===== src/rtl/pm_ctrl_slave.sv =====
// Pixel-matrix receiver of the PMC control bus: oversamples the bus, decodes shift/store/strobe/res.
// Define PM_CTRL_SLAVE_SYNC_EN to insert a 2-flop synchronizer ahead of the input register stage.
module pm_ctrl_slave #(
    parameter int SHIFT_LEN = 16,
    parameter int NUM_COLS  = 10,
    parameter int CNT_W     = 8
) (
    input  logic                      clk,
    input  logic                      rst,
    input  logic [NUM_COLS-1:0]       res,
    input  logic                      store,
    input  logic                      strobe,
    input  logic                      gate,
    input  logic                      sh_a,
    input  logic                      sh_b,
    input  logic                      clk_sh,
    output logic [SHIFT_LEN-1:0]      cfg_a,
    output logic [SHIFT_LEN-1:0]      cfg_b,
    output logic                      cfg_upd,
    output logic                      sh_out_a,
    output logic                      sh_out_b,
    output logic [NUM_COLS*CNT_W-1:0] cnt,
    output logic [NUM_COLS-1:0]       sat
);

    localparam int IN_W = NUM_COLS + 6;

    generate
        if (SHIFT_LEN < NUM_COLS || NUM_COLS != 10) begin : g_bad_param
            $error("pm_ctrl_slave: need SHIFT_LEN >= NUM_COLS and NUM_COLS == 10");
        end
    endgenerate

    logic [IN_W-1:0] w_in_raw;
    logic [IN_W-1:0] w_in_pre;
    logic [IN_W-1:0] r_in_q;
    logic [2:0]      r_edge_qq;

    // Bus packed as {res, store, strobe, gate, sh_a, sh_b, clk_sh}
    assign w_in_raw = {res, store, strobe, gate, sh_a, sh_b, clk_sh};

`ifdef PM_CTRL_SLAVE_SYNC_EN
    logic [IN_W-1:0] r_sync1;
    logic [IN_W-1:0] r_sync2;

    always_ff @(posedge clk) begin
        if (rst) begin
            r_sync1 <= '0;
            r_sync2 <= '0;
        end else begin
            r_sync1 <= w_in_raw;
            r_sync2 <= r_sync1;
        end
    end
    assign w_in_pre = r_sync2;
`else
    assign w_in_pre = w_in_raw;
`endif

    always_ff @(posedge clk) begin
        if (rst) begin
            r_in_q    <= '0;
            r_edge_qq <= '0;
        end else begin
            r_in_q    <= w_in_pre;
            r_edge_qq <= {r_in_q[5], r_in_q[4], r_in_q[0]};
        end
    end

    logic                w_sh_edge;
    logic                w_strobe_edge;
    logic                w_store_edge;
    logic                w_gate_q;
    logic                w_sh_a_q;
    logic                w_sh_b_q;
    logic [NUM_COLS-1:0] w_res_q;

    assign w_sh_edge     = r_in_q[0] & ~r_edge_qq[0];
    assign w_strobe_edge = r_in_q[4] & ~r_edge_qq[1];
    assign w_store_edge  = r_in_q[5] & ~r_edge_qq[2];
    assign w_sh_b_q      = r_in_q[1];
    assign w_sh_a_q      = r_in_q[2];
    assign w_gate_q      = r_in_q[3];
    assign w_res_q       = r_in_q[IN_W-1:6];

    logic [SHIFT_LEN-1:0] r_chain_a;
    logic [SHIFT_LEN-1:0] r_chain_b;
    logic [SHIFT_LEN-1:0] r_cfg_a;
    logic [SHIFT_LEN-1:0] r_cfg_b;
    logic                 r_cfg_upd;

    // A coincident store captures the chain before this cycle's shift (NBA ordering)
    always_ff @(posedge clk) begin
        if (rst) begin
            r_chain_a <= '0;
            r_chain_b <= '0;
            r_cfg_a   <= '0;
            r_cfg_b   <= '0;
            r_cfg_upd <= 1'b0;
        end else begin
            r_cfg_upd <= w_store_edge;
            if (w_sh_edge) begin
                r_chain_a <= {r_chain_a[SHIFT_LEN-2:0], w_sh_a_q};
                r_chain_b <= {r_chain_b[SHIFT_LEN-2:0], w_sh_b_q};
            end
            if (w_store_edge) begin
                r_cfg_a <= r_chain_a;
                r_cfg_b <= r_chain_b;
            end
        end
    end

    assign cfg_a    = r_cfg_a;
    assign cfg_b    = r_cfg_b;
    assign cfg_upd  = r_cfg_upd;
    assign sh_out_a = r_chain_a[SHIFT_LEN-1];
    assign sh_out_b = r_chain_b[SHIFT_LEN-1];

    logic w_count_en;
    assign w_count_en = w_strobe_edge & w_gate_q;

    genvar gi;
    generate
        for (gi = 0; gi < NUM_COLS; gi++) begin : g_col
            logic [CNT_W-1:0] r_cnt;
            logic             r_sat;

            // Column clear dominates; enable comes from cfg_a before any same-cycle store
            always_ff @(posedge clk) begin
                if (rst || w_res_q[gi]) begin
                    r_cnt <= '0;
                    r_sat <= 1'b0;
                end else if (w_count_en && r_cfg_a[gi]) begin
                    if (r_cnt == {CNT_W{1'b1}}) begin
                        r_sat <= 1'b1;
                    end else begin
                        r_cnt <= r_cnt + 1'b1;
                    end
                end
            end

            assign cnt[gi*CNT_W +: CNT_W] = r_cnt;
            assign sat[gi]                = r_sat;
        end
    endgenerate

endmodule


===== config.mk =====
export PLATFORM = sky130hd
export DESIGN_NAME = pm_ctrl_slave
export DESIGN_NICKNAME = d
export VERILOG_FILES = /design/src/rtl/pm_ctrl_slave.sv
export SDC_FILE = /design/constraint.sdc
export NUM_CORES = 1
export LEC_CHECK = 0
export BUFFER_PORTS_ARGS = -buffer_cell sky130_fd_sc_hd__buf_2
export CAP_MARGIN = 20
export CORE_MARGIN = 4
export CORE_UTILIZATION = 30
export CTS_BUF_LIST = sky130_fd_sc_hd__clkbuf_4 sky130_fd_sc_hd__clkbuf_8 sky130_fd_sc_hd__clkbuf_16
export CTS_CLUSTER_DIAMETER = 50
export DETAILED_ROUTE_END_ITERATION = 16
export PLACE_DENSITY = 0.54
export SLEW_MARGIN = 5
export SYNTH_ARGS = -nofsm -noshare
export SYNTH_HDL_FRONTEND = slang
export SYNTH_SLANG_ARGS = --single-unit

===== constraint.sdc =====
create_clock -name clk -period 3.3 [get_ports clk]
set_clock_uncertainty 0.2 [all_clocks]
set_input_delay 0.33 -clock clk [delete_from_list [all_inputs] [get_ports clk]]
set_output_delay 0.33 -clock clk [all_outputs]
set_load 0.05 [all_outputs]

==> results.json <==
{
  "critPathKind": "reg -> reg",
  "dieArea_um2": 26300,
  "cp.buffers_inverters": 0,
  "yosysMostFrequentCell": "dfxtp_1",
  "drv_cap": 0,
  "gp_congestion": 0.799,
  "cts_tree": "built",
  "rows": 56,
  "crit_path_end_kind": "flip-flop",
  "worst_slack_ns": 1.06,
  "ctsResizeCount": 0,
  "r2r-start": "r_in_q[4]",
  "final_nets": 994,
  "syn_area_um2": 7140,
  "synthCells": 834,
  "drc": 0,
  "cts_buffer_depth": 2,
  "viasPerCell": 4.67,
  "grt_pass1_wl_um": 28500,
  "clkLatencyLatePin_ns": 0.42,
  "r2r_slack_ns": 1.06,
  "area_delta_synth_final_pct": 23.4,
  "overflow": 0,
  "yosysWarnings": 0,
  "required_ns": 3.45,
  "hpwl_um": 12000,
  "rsz0062_at_grt": "false",
  "yosys_most_used_dff": "dfxtp_1",
  "die_w_um": 162,
  "hold_start": "rst",
  "maxSlewHeadroom_pct": 56.4,
  "first_global_vias": 5566,
  "n_antenna_cell": 0,
  "clk_pin_slew_ns": 0.07,
  "h-tree-depth": 4,
  "synth-seq-cells": 174,
  "synth_top_area_share_pct": 48.8,
  "startpoint_type": "flip-flop",
  "synth-edff-count": 0,
  "cp_top_family": "simple AND/OR/NAND/NOR gates",
  "cp_slowest_cell": "dfxtp_1",
  "drv_slew": 0,
  "fill_cells": 2437,
  "drive_above_1_share_pct": 20.0,
  "io_buffers": 142,
  "finalNonFillerCells": 1298,
  "yosysSeqAreaShare_pct": 48.8,
  "dp_slack_ns": 1.09,
  "start_util_pct": 30.4,
  "clock-sinks": 174,
  "dr_total_vias": 6060,
  "tightest_slew_ns": 0.653,
  "grt_util_all_layers_pct": 13.1,
  "dpl.cell_count": 1250,
  "critPathMaxStageDelay_ns": 0.74,
  "setup_violations": 0,
  "critPathLaunch": "r_in_q[4]",
  "powerDensity_nw_per_um2": 481,
  "async_reset_ff_share_pct": 0,
  "outcome": "completed",
  "die_h_um": 162,
  "ant_nets": 0,
  "avgRoutedWirePerCell_um": 13.4,
  "io_pins": 143,
  "synth_area_per_cell_um2": 8.56,
  "yosys-top-cells-area": "dfxtp_1 (49%), nand2_1 (7.7%), a21oi_1 (6.1%)",
  "p_leak_uw": 0.00357,
  "hold_slack_ns": 0.149,
  "hold_violations": 0,
  "path_max_fanout": 17,
  "root_buffer": "clkbuf_16",
  "drt-initial-drc-count": 294,
  "detail_route.wirelength_um": 17400,
  "grt_antenna_before_repair": 0,
  "fin_tns_setup_ns": 0,
  "crit_path_cell_trace": "nand4b_1, or2_1, or4_1, a21oi_1",
  "crit_arrival_ns": 2.39,
  "synth_area_leader_cell": "dfxtp_1",
  "synth_nets": 862,
  "max_clock_freq_mhz": 446,
  "core_um2": 23500,
  "yosysUniqueCellTypes": 44,
  "synth_common_cells": "dfxtp_1 (174), nand2_1 (146), a21oi_1 (87)",
  "layout_min_cycle_time_ns": 2.24,
  "grt_max_degree": 41,
  "ir_drop_mv": 0.238,
  "post-route-period-util_pct": 67.9,
  "firstDrtPassIters": 4,
  "hp-class": "in -> reg",
  "cts_made_buffers": 17
}
report_power, final:
group / internal, uW / total [uW] / switching (uW)
Sequential: 2110 / 2120 / 13.2
Clock: 1020 / 2000 / 973
Combinational: 42.9 / 122 / 79.3
Total: 3180 / 4240 / 1070
cell families after synthesis:
family	Yosys count	synth area share, %
flops	174	48.8
mux	13	1.82
simple gates	389	27.1
buf+inv	60	3.85
xor+xnor	29	3.56
fa+ha+maj	10	1.75
compound gates	159	13.1
stage by stage:
stage,utilization (%),total power [uW],area (um2)
after global routing,37.5,4420,8810
after detailed placement,34.3,2290,8060
final,37.5,4240,8810
after floorplan,-,2250,7140
after CTS,37.5,4310,8810
after global placement,34.3,2290,8060
flip-flops by register name, summed over array words and instances, names as in the netlist:
register / cells
g_col.r_cnt: 80
r_in_q: 16
cfg_upd: 1
r_edge_qq: 3
cfg_a: 16
g_col.r_sat: 10
r_chain_a: 16
r_chain_b: 16
cfg_b: 16
metal layers:
layer | vias to the layer above | track usage (%) | wire length, um
met4 | 0 | 3.08 | 129
met2 | 112 | 20.4 | 7850
met1 | 2778 | 18.2 | 8610
met3 | 9 | 3.40 | 773
met5 | - | 0 | 0
li1 | 3161 | - | -
cell usage in the layout (no fill, tap or decap), types with 5 or more instances in the layout:
| master | count |
|---|---|
| a211oi_1 | 5 |
| a21oi_1 | 87 |
| a311oi_1 | 8 |
| a31oi_1 | 11 |
| and3_1 | 21 |
| and4_1 | 9 |
| and4b_1 | 10 |
| buf_2 | 141 |
| buf_4 | 7 |
| clkbuf_16 | 17 |
| dfxtp_1 | 174 |
| dlygate4sd3_1 | 16 |
| ha_1 | 10 |
| inv_1 | 9 |
| inv_8 | 6 |
| mux2i_1 | 13 |
| nand2_1 | 146 |
| nand2b_1 | 6 |
| nand3_1 | 23 |
| nand4_1 | 10 |
| nor2_1 | 79 |
| nor2b_1 | 21 |
| nor3_1 | 22 |
| nor4_1 | 5 |
| o211ai_1 | 19 |
| o21ai_0 | 18 |
| o31ai_1 | 5 |
| or2_2 | 10 |
| or3_1 | 7 |
| xor2_1 | 28 |
worst paths after layout:
path	to	cells past startpoint
hold reg to reg	r_chain_a[0]	2
setup / recovery	g_col[2].r_cnt[5]	4
hold / removal	r_in_q[13]	2
setup reg to reg	g_col[2].r_cnt[5]	4
worst reg2reg max path, stage by stage, from the launching register on:
cell and delay [ns]:
dfxtp_1 0.74, nand4b_1 0.27, or2_1 0.34, or4_1 0.48
a21oi_1 0.15
area by class of cell:
cell class              instances  area, um2  share of cell area (%)
repair buffers                164        918                    10.4
well taps                     319        399                    4.53
multi-input cells             600       3390                    38.4
inverters                       9       33.8                   0.383
flip-flops and latches        174       3480                    39.5
clock buffers                  17        425                    4.83
clock inverters                15        166                    1.89
what timing repair did:
action | 4_1_cts | 5_1_grt
buffers inserted | 0 | 0
hold buffers | 16 | 0
endpoints found under the hold margin | 16 | 0
setup endpoints to repair | 0 | 0
(Power assumes the default switching activity.)
